File: config.mk
export PLATFORM = sky130hd
export DESIGN_NAME = commit_compare
export DESIGN_NICKNAME = d
export VERILOG_FILES = /design/src/rtl/commit_trace_checker_pkg.sv /design/src/rtl/commit_trace_checker_compare.sv
export SDC_FILE = /design/constraint.sdc
export NUM_CORES = 1
export LEC_CHECK = 0
export ABC_AREA = 1
export BUFFER_PORTS_ARGS = -buffer_cell sky130_fd_sc_hd__buf_4
export CAP_MARGIN = 20
export CORE_ASPECT_RATIO = 0.7
export CORE_MARGIN = 2
export CORE_UTILIZATION = 41
export DETAILED_ROUTE_END_ITERATION = 8
export PLACE_DENSITY = 0.91
export SYNTH_ARGS = -nofsm -noshare
export SYNTH_HDL_FRONTEND = slang
export SYNTH_SLANG_ARGS = --single-unit
File: constraint.sdc
create_clock -name vclk -period 2.9
set_clock_uncertainty 0.05 [all_clocks]
set_input_delay 0.29 -clock vclk [all_inputs]
set_output_delay 0.29 -clock vclk [all_outputs]
set_load 0.02 [all_outputs]
File: src/rtl/commit_trace_checker_pkg.sv
// Shared types for the commit trace checker: record layout, kind and fail codes,
// checker state encoding, plus helpers to unpack a record and classify a commit.
package trace_chk_pkg;

   localparam int TRACE_REC_W = 55;

   localparam int REC_KIND_LO  = 53;
   localparam int REC_CHK_ADDR = 52;
   localparam int REC_PC_LO    = 36;
   localparam int REC_REG_LO   = 32;
   localparam int REC_VAL_LO   = 16;
   localparam int REC_ADDR_LO  = 0;

   typedef enum logic [1:0] {
      KIND_NOP  = 2'd0,
      KIND_REG  = 2'd1,
      KIND_ST   = 2'd2,
      KIND_HALT = 2'd3
   } kind_e;

   typedef enum logic [2:0] {
      FC_NONE    = 3'd0,
      FC_KIND    = 3'd1,
      FC_PC      = 3'd2,
      FC_REG     = 3'd3,
      FC_VALUE   = 3'd4,
      FC_ADDR    = 3'd5,
      FC_TIMEOUT = 3'd6,
      FC_OVERRUN = 3'd7
   } fail_code_e;

   typedef enum logic [1:0] {
      ST_PRIME     = 2'd0,
      ST_RUN       = 2'd1,
      ST_DONE_PASS = 2'd2,
      ST_DONE_FAIL = 2'd3
   } chk_state_e;

   typedef struct packed {
      kind_e       kind;
      logic        chk_addr;
      logic [15:0] pc;
      logic [3:0]  rg;
      logic [15:0] val;
      logic [15:0] addr;
   } trace_rec_t;

   function automatic trace_rec_t rec_unpack(input logic [TRACE_REC_W-1:0] r);
      trace_rec_t t;
      t.kind     = kind_e'(r[REC_KIND_LO +: 2]);
      t.chk_addr = r[REC_CHK_ADDR];
      t.pc       = r[REC_PC_LO +: 16];
      t.rg       = r[REC_REG_LO +: 4];
      t.val      = r[REC_VAL_LO +: 16];
      t.addr     = r[REC_ADDR_LO +: 16];
      return t;
   endfunction

   // A commit that writes a register is REG even if it also halts or stores.
   function automatic kind_e classify(input logic reg_we, input logic halt, input logic mem_we);
      if (reg_we)      return KIND_REG;
      else if (halt)   return KIND_HALT;
      else if (mem_we) return KIND_ST;
      else             return KIND_NOP;
   endfunction

endpackage

File: src/rtl/commit_trace_checker_compare.sv
// Combinational comparison of one retired commit against one expected-trace record;
// reports the first diverging field in fixed priority order.
module commit_compare
   import trace_chk_pkg::*;
(
   input  logic [15:0]            i_pc,
   input  logic                   i_reg_we,
   input  logic [3:0]             i_reg,
   input  logic [15:0]            i_reg_data,
   input  logic                   i_mem_re,
   input  logic                   i_mem_we,
   input  logic [15:0]            i_mem_addr,
   input  logic [15:0]            i_mem_data,
   input  logic                   i_halt,
   input  logic [TRACE_REC_W-1:0] i_rec,
   output logic                   o_match,
   output logic [2:0]             o_fail_code,
   output logic                   o_rec_halt
);

   trace_rec_t w_rec;
   kind_e      w_kind;
   fail_code_e w_code;

   always_comb begin
      w_rec  = rec_unpack(i_rec);
      w_kind = classify(i_reg_we, i_halt, i_mem_we);
      w_code = FC_NONE;
      if (w_kind != w_rec.kind)
         w_code = FC_KIND;
      else if (i_pc != w_rec.pc)
         w_code = FC_PC;
      else if (w_kind == KIND_REG && i_reg != w_rec.rg)
         w_code = FC_REG;
      else if ((w_kind == KIND_REG && i_reg_data != w_rec.val) ||
               (w_kind == KIND_ST  && i_mem_data != w_rec.val))
         w_code = FC_VALUE;
      // A REG record with chk_addr describes a load, so the commit must actually read.
      else if ((w_kind == KIND_ST && i_mem_addr != w_rec.addr) ||
               (w_kind == KIND_REG && w_rec.chk_addr &&
                (!i_mem_re || i_mem_addr != w_rec.addr)))
         w_code = FC_ADDR;
   end

   assign o_fail_code = w_code;
   assign o_match     = (w_code == FC_NONE);
   assign o_rec_halt  = (w_rec.kind == KIND_HALT);

endmodule

-- After elaboration in Yosys (flattened, before gate mapping)
Index checks and enable logic that the tools add are counted.
W data, S select, Z words.
- ROM bits: 0
- register bits: 0
- RAM bits: 0
- memories kept: 0
- latch bits: 0
- reduce and logical (&&, ||, !) cells: 11
- shifts and indexed selects: 0
- equal/unequal tests: 9
- bitwise operators: 0
- multiply operators: 0
- add/sub/neg operators: 0
- order comparisons: 0
- divide/modulo/power cells: 0
- mux-type cells: 8
- operators by type and width (operator ; number):
    $ne A16 B16 Y1 ; 4
    $mux W3 ; 5
    $logic_and A1 B1 Y1 ; 6
    $mux W2 ; 3
    $eq A2 B2 Y1 const B ; 2
    $ne A4 B4 Y1 ; 1
    $logic_not A3 Y1 ; 1
    $logic_or A1 B1 Y1 ; 3
    $eq A2 B1 Y1 const B ; 1
    $ne A2 B2 Y1 ; 1
    $logic_not A1 Y1 ; 1

-- Depth between registers and ports, before layout
- word-level depth: 13
- gate-level depth with buffers: 12

-- Worst setup path before layout
Ideal clock, no wire load.
- path type: input port to output port
- start: input port i_rec[42]
- end: output port o_fail_code[2]
- data required time: 2.560 ns
- path slack: 1.359 ns
- stages: 6
- arrival: 1.201 ns
- cell sequence: xor2_1 nor2_1 nand4_1 nor2_1 nand3_1 nor2_1
- cells in the longest elaborated chain, start to end: 3
- ends and longest elaborated chain (element ; line ; text):
    start: declaration ; commit_trace_checker_compare.sv:15 ; input logic [TRACE_REC_W-1:0] i_rec,
    $ne A16 B16 Y1 ; commit_trace_checker_compare.sv:31 ; else if (i_pc != w_rec.pc)
    $mux W3 ; commit_trace_checker_compare.sv:31 ;
    $mux W3 ; commit_trace_checker_compare.sv:29 ; if (w_kind != w_rec.kind)
    end: declaration ; commit_trace_checker_compare.sv:17 ; output logic [2:0] o_fail_code,
Every way passes these cells.

-- Worst setup path after layout
- start: input port i_rec[16]
- end: output port o_fail_code[0]
- cells in the longest elaborated chain, start to end: 7
- elaborated cells between the ends (all ways): 9
- those cells by class: eq/ne: 2; mux: 4; reduce/logical: 3
- ends and longest elaborated chain (element ; line ; text):
    $ne A16 B16 Y1 (on tied branches) ; commit_trace_checker_compare.sv:35, commit_trace_checker_compare.sv:36 ;
    $logic_and A1 B1 Y1 (on tied branches) ; commit_trace_checker_compare.sv:35, commit_trace_checker_compare.sv:36 ;
    $logic_or A1 B1 Y1 * ; commit_trace_checker_compare.sv:35 ; else if ((w_kind == KIND_REG && i_reg_data != w_rec.val) ||
    $mux W3 * ; commit_trace_checker_compare.sv:35 ;
    $mux W3 * ; commit_trace_checker_compare.sv:33 ; else if (w_kind == KIND_REG && i_reg != w_rec.rg)
    $mux W3 * ; commit_trace_checker_compare.sv:31 ;
    $mux W3 * ; commit_trace_checker_compare.sv:29 ;
Mark *: on every way between the ends. The rest lies on a longest branch, timed or not.

==> out/qor.txt <==
Wire length on met1: 1780 µm
Cell mode on critical path: nand2_1
CP top delay family: simple AND/OR/NAND/NOR gates
Slew Limit Headroom: 81.7%
Post-synthesis sequential area ratio: 0%
Hold Crit Class: input port to output port
Area of the multi-input gates: 1030 µm²
Highest-count cells in the layout ignoring fill and taps: nand2_1, buf_4, inv_1
Final wirelength: 4270 µm
Largest cells by area after synthesis: nand2_1, inv_1, xor2_1, nor2_1, xnor2_1
TNS Setup: 0 ns
CP endpoint kind: output port
Fmax: 554 MHz
Synthesis warning total: 0
Mapped Avg Cell Area: 4.32 µm²
Number of global-route vias before repair: 1,777
Postcts setup bufs: 0
Cell Area, Synth: 1310 µm²
Overall die height: 51.2 µm
Residual DRC count: 0
Final Hold Fails: 0
WP data arrival: 1.47 ns
Ports: 132
Vias: 1,994
CP Class: input port to output port
Lkg Pwr: 1.61 nW
Cts hold-fix bufs: 0
Filler cell count: 278
N_diodes: 0
Fin Hold WS: 0.833 ns
Largest net degree at the start of global routing: 5
Via/cell ratio: 4.22
Maximum capacitance violations: 0
Worst EP required: 2.56 ns
Final Net Count: 563
Synth area leader: nand2_1
Slowest cell on the critical path: nor2_1
Power density cells: 127 nW/µm²
Post_cts resized: 0
Worst-margin pin slew: 0.272 ns
PortBufs: 132
ANT nets after route: 0
Register Area: 0 µm²
Initial core utilization: 42.3%
Max VDD drop: 0.0638 mV
Final count of pins violating max slew: 0
Seq_cells: 0
Tot Pwr: 0.000299 W
DR top layer: met3
Period Utilization, post-route: 62.3%
Gr usage total: 21.9%
Synth-to-layout area growth: 79.6%
Max Fanout on Critical Path: 3
Hpwl dp: 3990 µm
Unique masters post-synth: 16
RSZ-0062 raised after global routing: no
Drt pass-1 iters: 4
Crit start category: input port
DR WL met3: 308 µm
Cells after Synth: 302
Core area: 3080 µm²
Layout cells sized above 1: 32.7%
GRT overflow: 0
Routed length per instance: 9.04 µm
Metal2 WL: 2180 µm
WP buf/inv: 3
Die area: 3660 µm²
Final setup fails: 0
CP Cell Sequence: buf_4 -> inv_1 -> nand2_1 -> nand2_1 -> nor2_1 -> nand2_1 -> nor2_1 -> nand2_1 -> nand2_2 -> nand2_2 -> o21bai_1 -> nand2_1 -> nand2_1 -> buf_4
Share of the synthesized area in the top cell type: 40.0%
Initial DRC count: 49
Clock buffers: 0
Chip width: 71.4 µm
Num rows: 17
Initial antenna violation count: 0
Tmin final: 1.81 ns
Status: finished, final reports clean
Routability cong.: 0.745
Synthesized Nets: 429
Critical path's largest stage delay: 0.14 ns
Commonest non-fill, non-tap cell in the layout: nand2_1
First-pass GRT wire length: 6760 µm
[stage by stage]
stage	area (µm²)	util, %	setup WS [ns]	std cells
after floorplan	1310	-	1.36	302
after global placement	2340	76.0	1.13	472
after detailed placement	2340	76.0	1.09	472
after CTS	2340	76.0	1.09	472
after global routing	2340	76.0	0.937	472
final	2340	76.0	1.09	472
[final timing paths]
path	startpoint	endpoint	slack [ns]	depth (start not counted)
max	i_rec[16]	o_fail_code[0]	1.09	14
min	i_rec[54]	o_rec_halt	0.83	4
[kinds of logic (layout without fill, tap and decap cells)]
| family | Yosys count | count (layout) | share of synthesized area (%) |
|---|---|---|---|
| AO/OA/AOI/OAI | 8 | 8 | 3.64 |
| XOR/XNOR | 26 | 26 | 17.4 |
| buffers and inverters | 72 | 204 | 20.7 |
| AND/OR/NAND/NOR | 196 | 196 | 58.2 |
[layout make-up]
cell class                 instances  share of cell area, %
tap                               38                   2.03
multi-input combinational        230                   44.2
timing repair buffer             132                   42.3
inverter                          72                   11.5
[cell usage after synthesis, drive strengths merged]
master and number:
o21bai 1, xnor2 4, nor2 47, a21oi 1
a31oi 1, o21ai 5, xor2 22, nor3 1
nand3 2, nand2 142, nand4 3, or2 1
inv 72
[worst min-delay path: stages]
cell and delay (ns):
buf_4 0.09, nand2_1 0.04, inv_1 0.04, buf_4 0.13
[per-layer routing]
layer  global-route usage [%]  vias to the layer above
li1                         -                     1120
met1                     25.1                      811
met4                    0.629                        0
met5                        0                        -
met3                     2.56                        0
met2                     45.4                       63
[report_power, final]
group / switching, W / internal (W)
clock: 0 / 0
sequential: 0 / 0
combinational: 0.000125 / 0.000173
total: 0.000125 / 0.000173
Note: power is estimated with default switching activity, not from simulation.
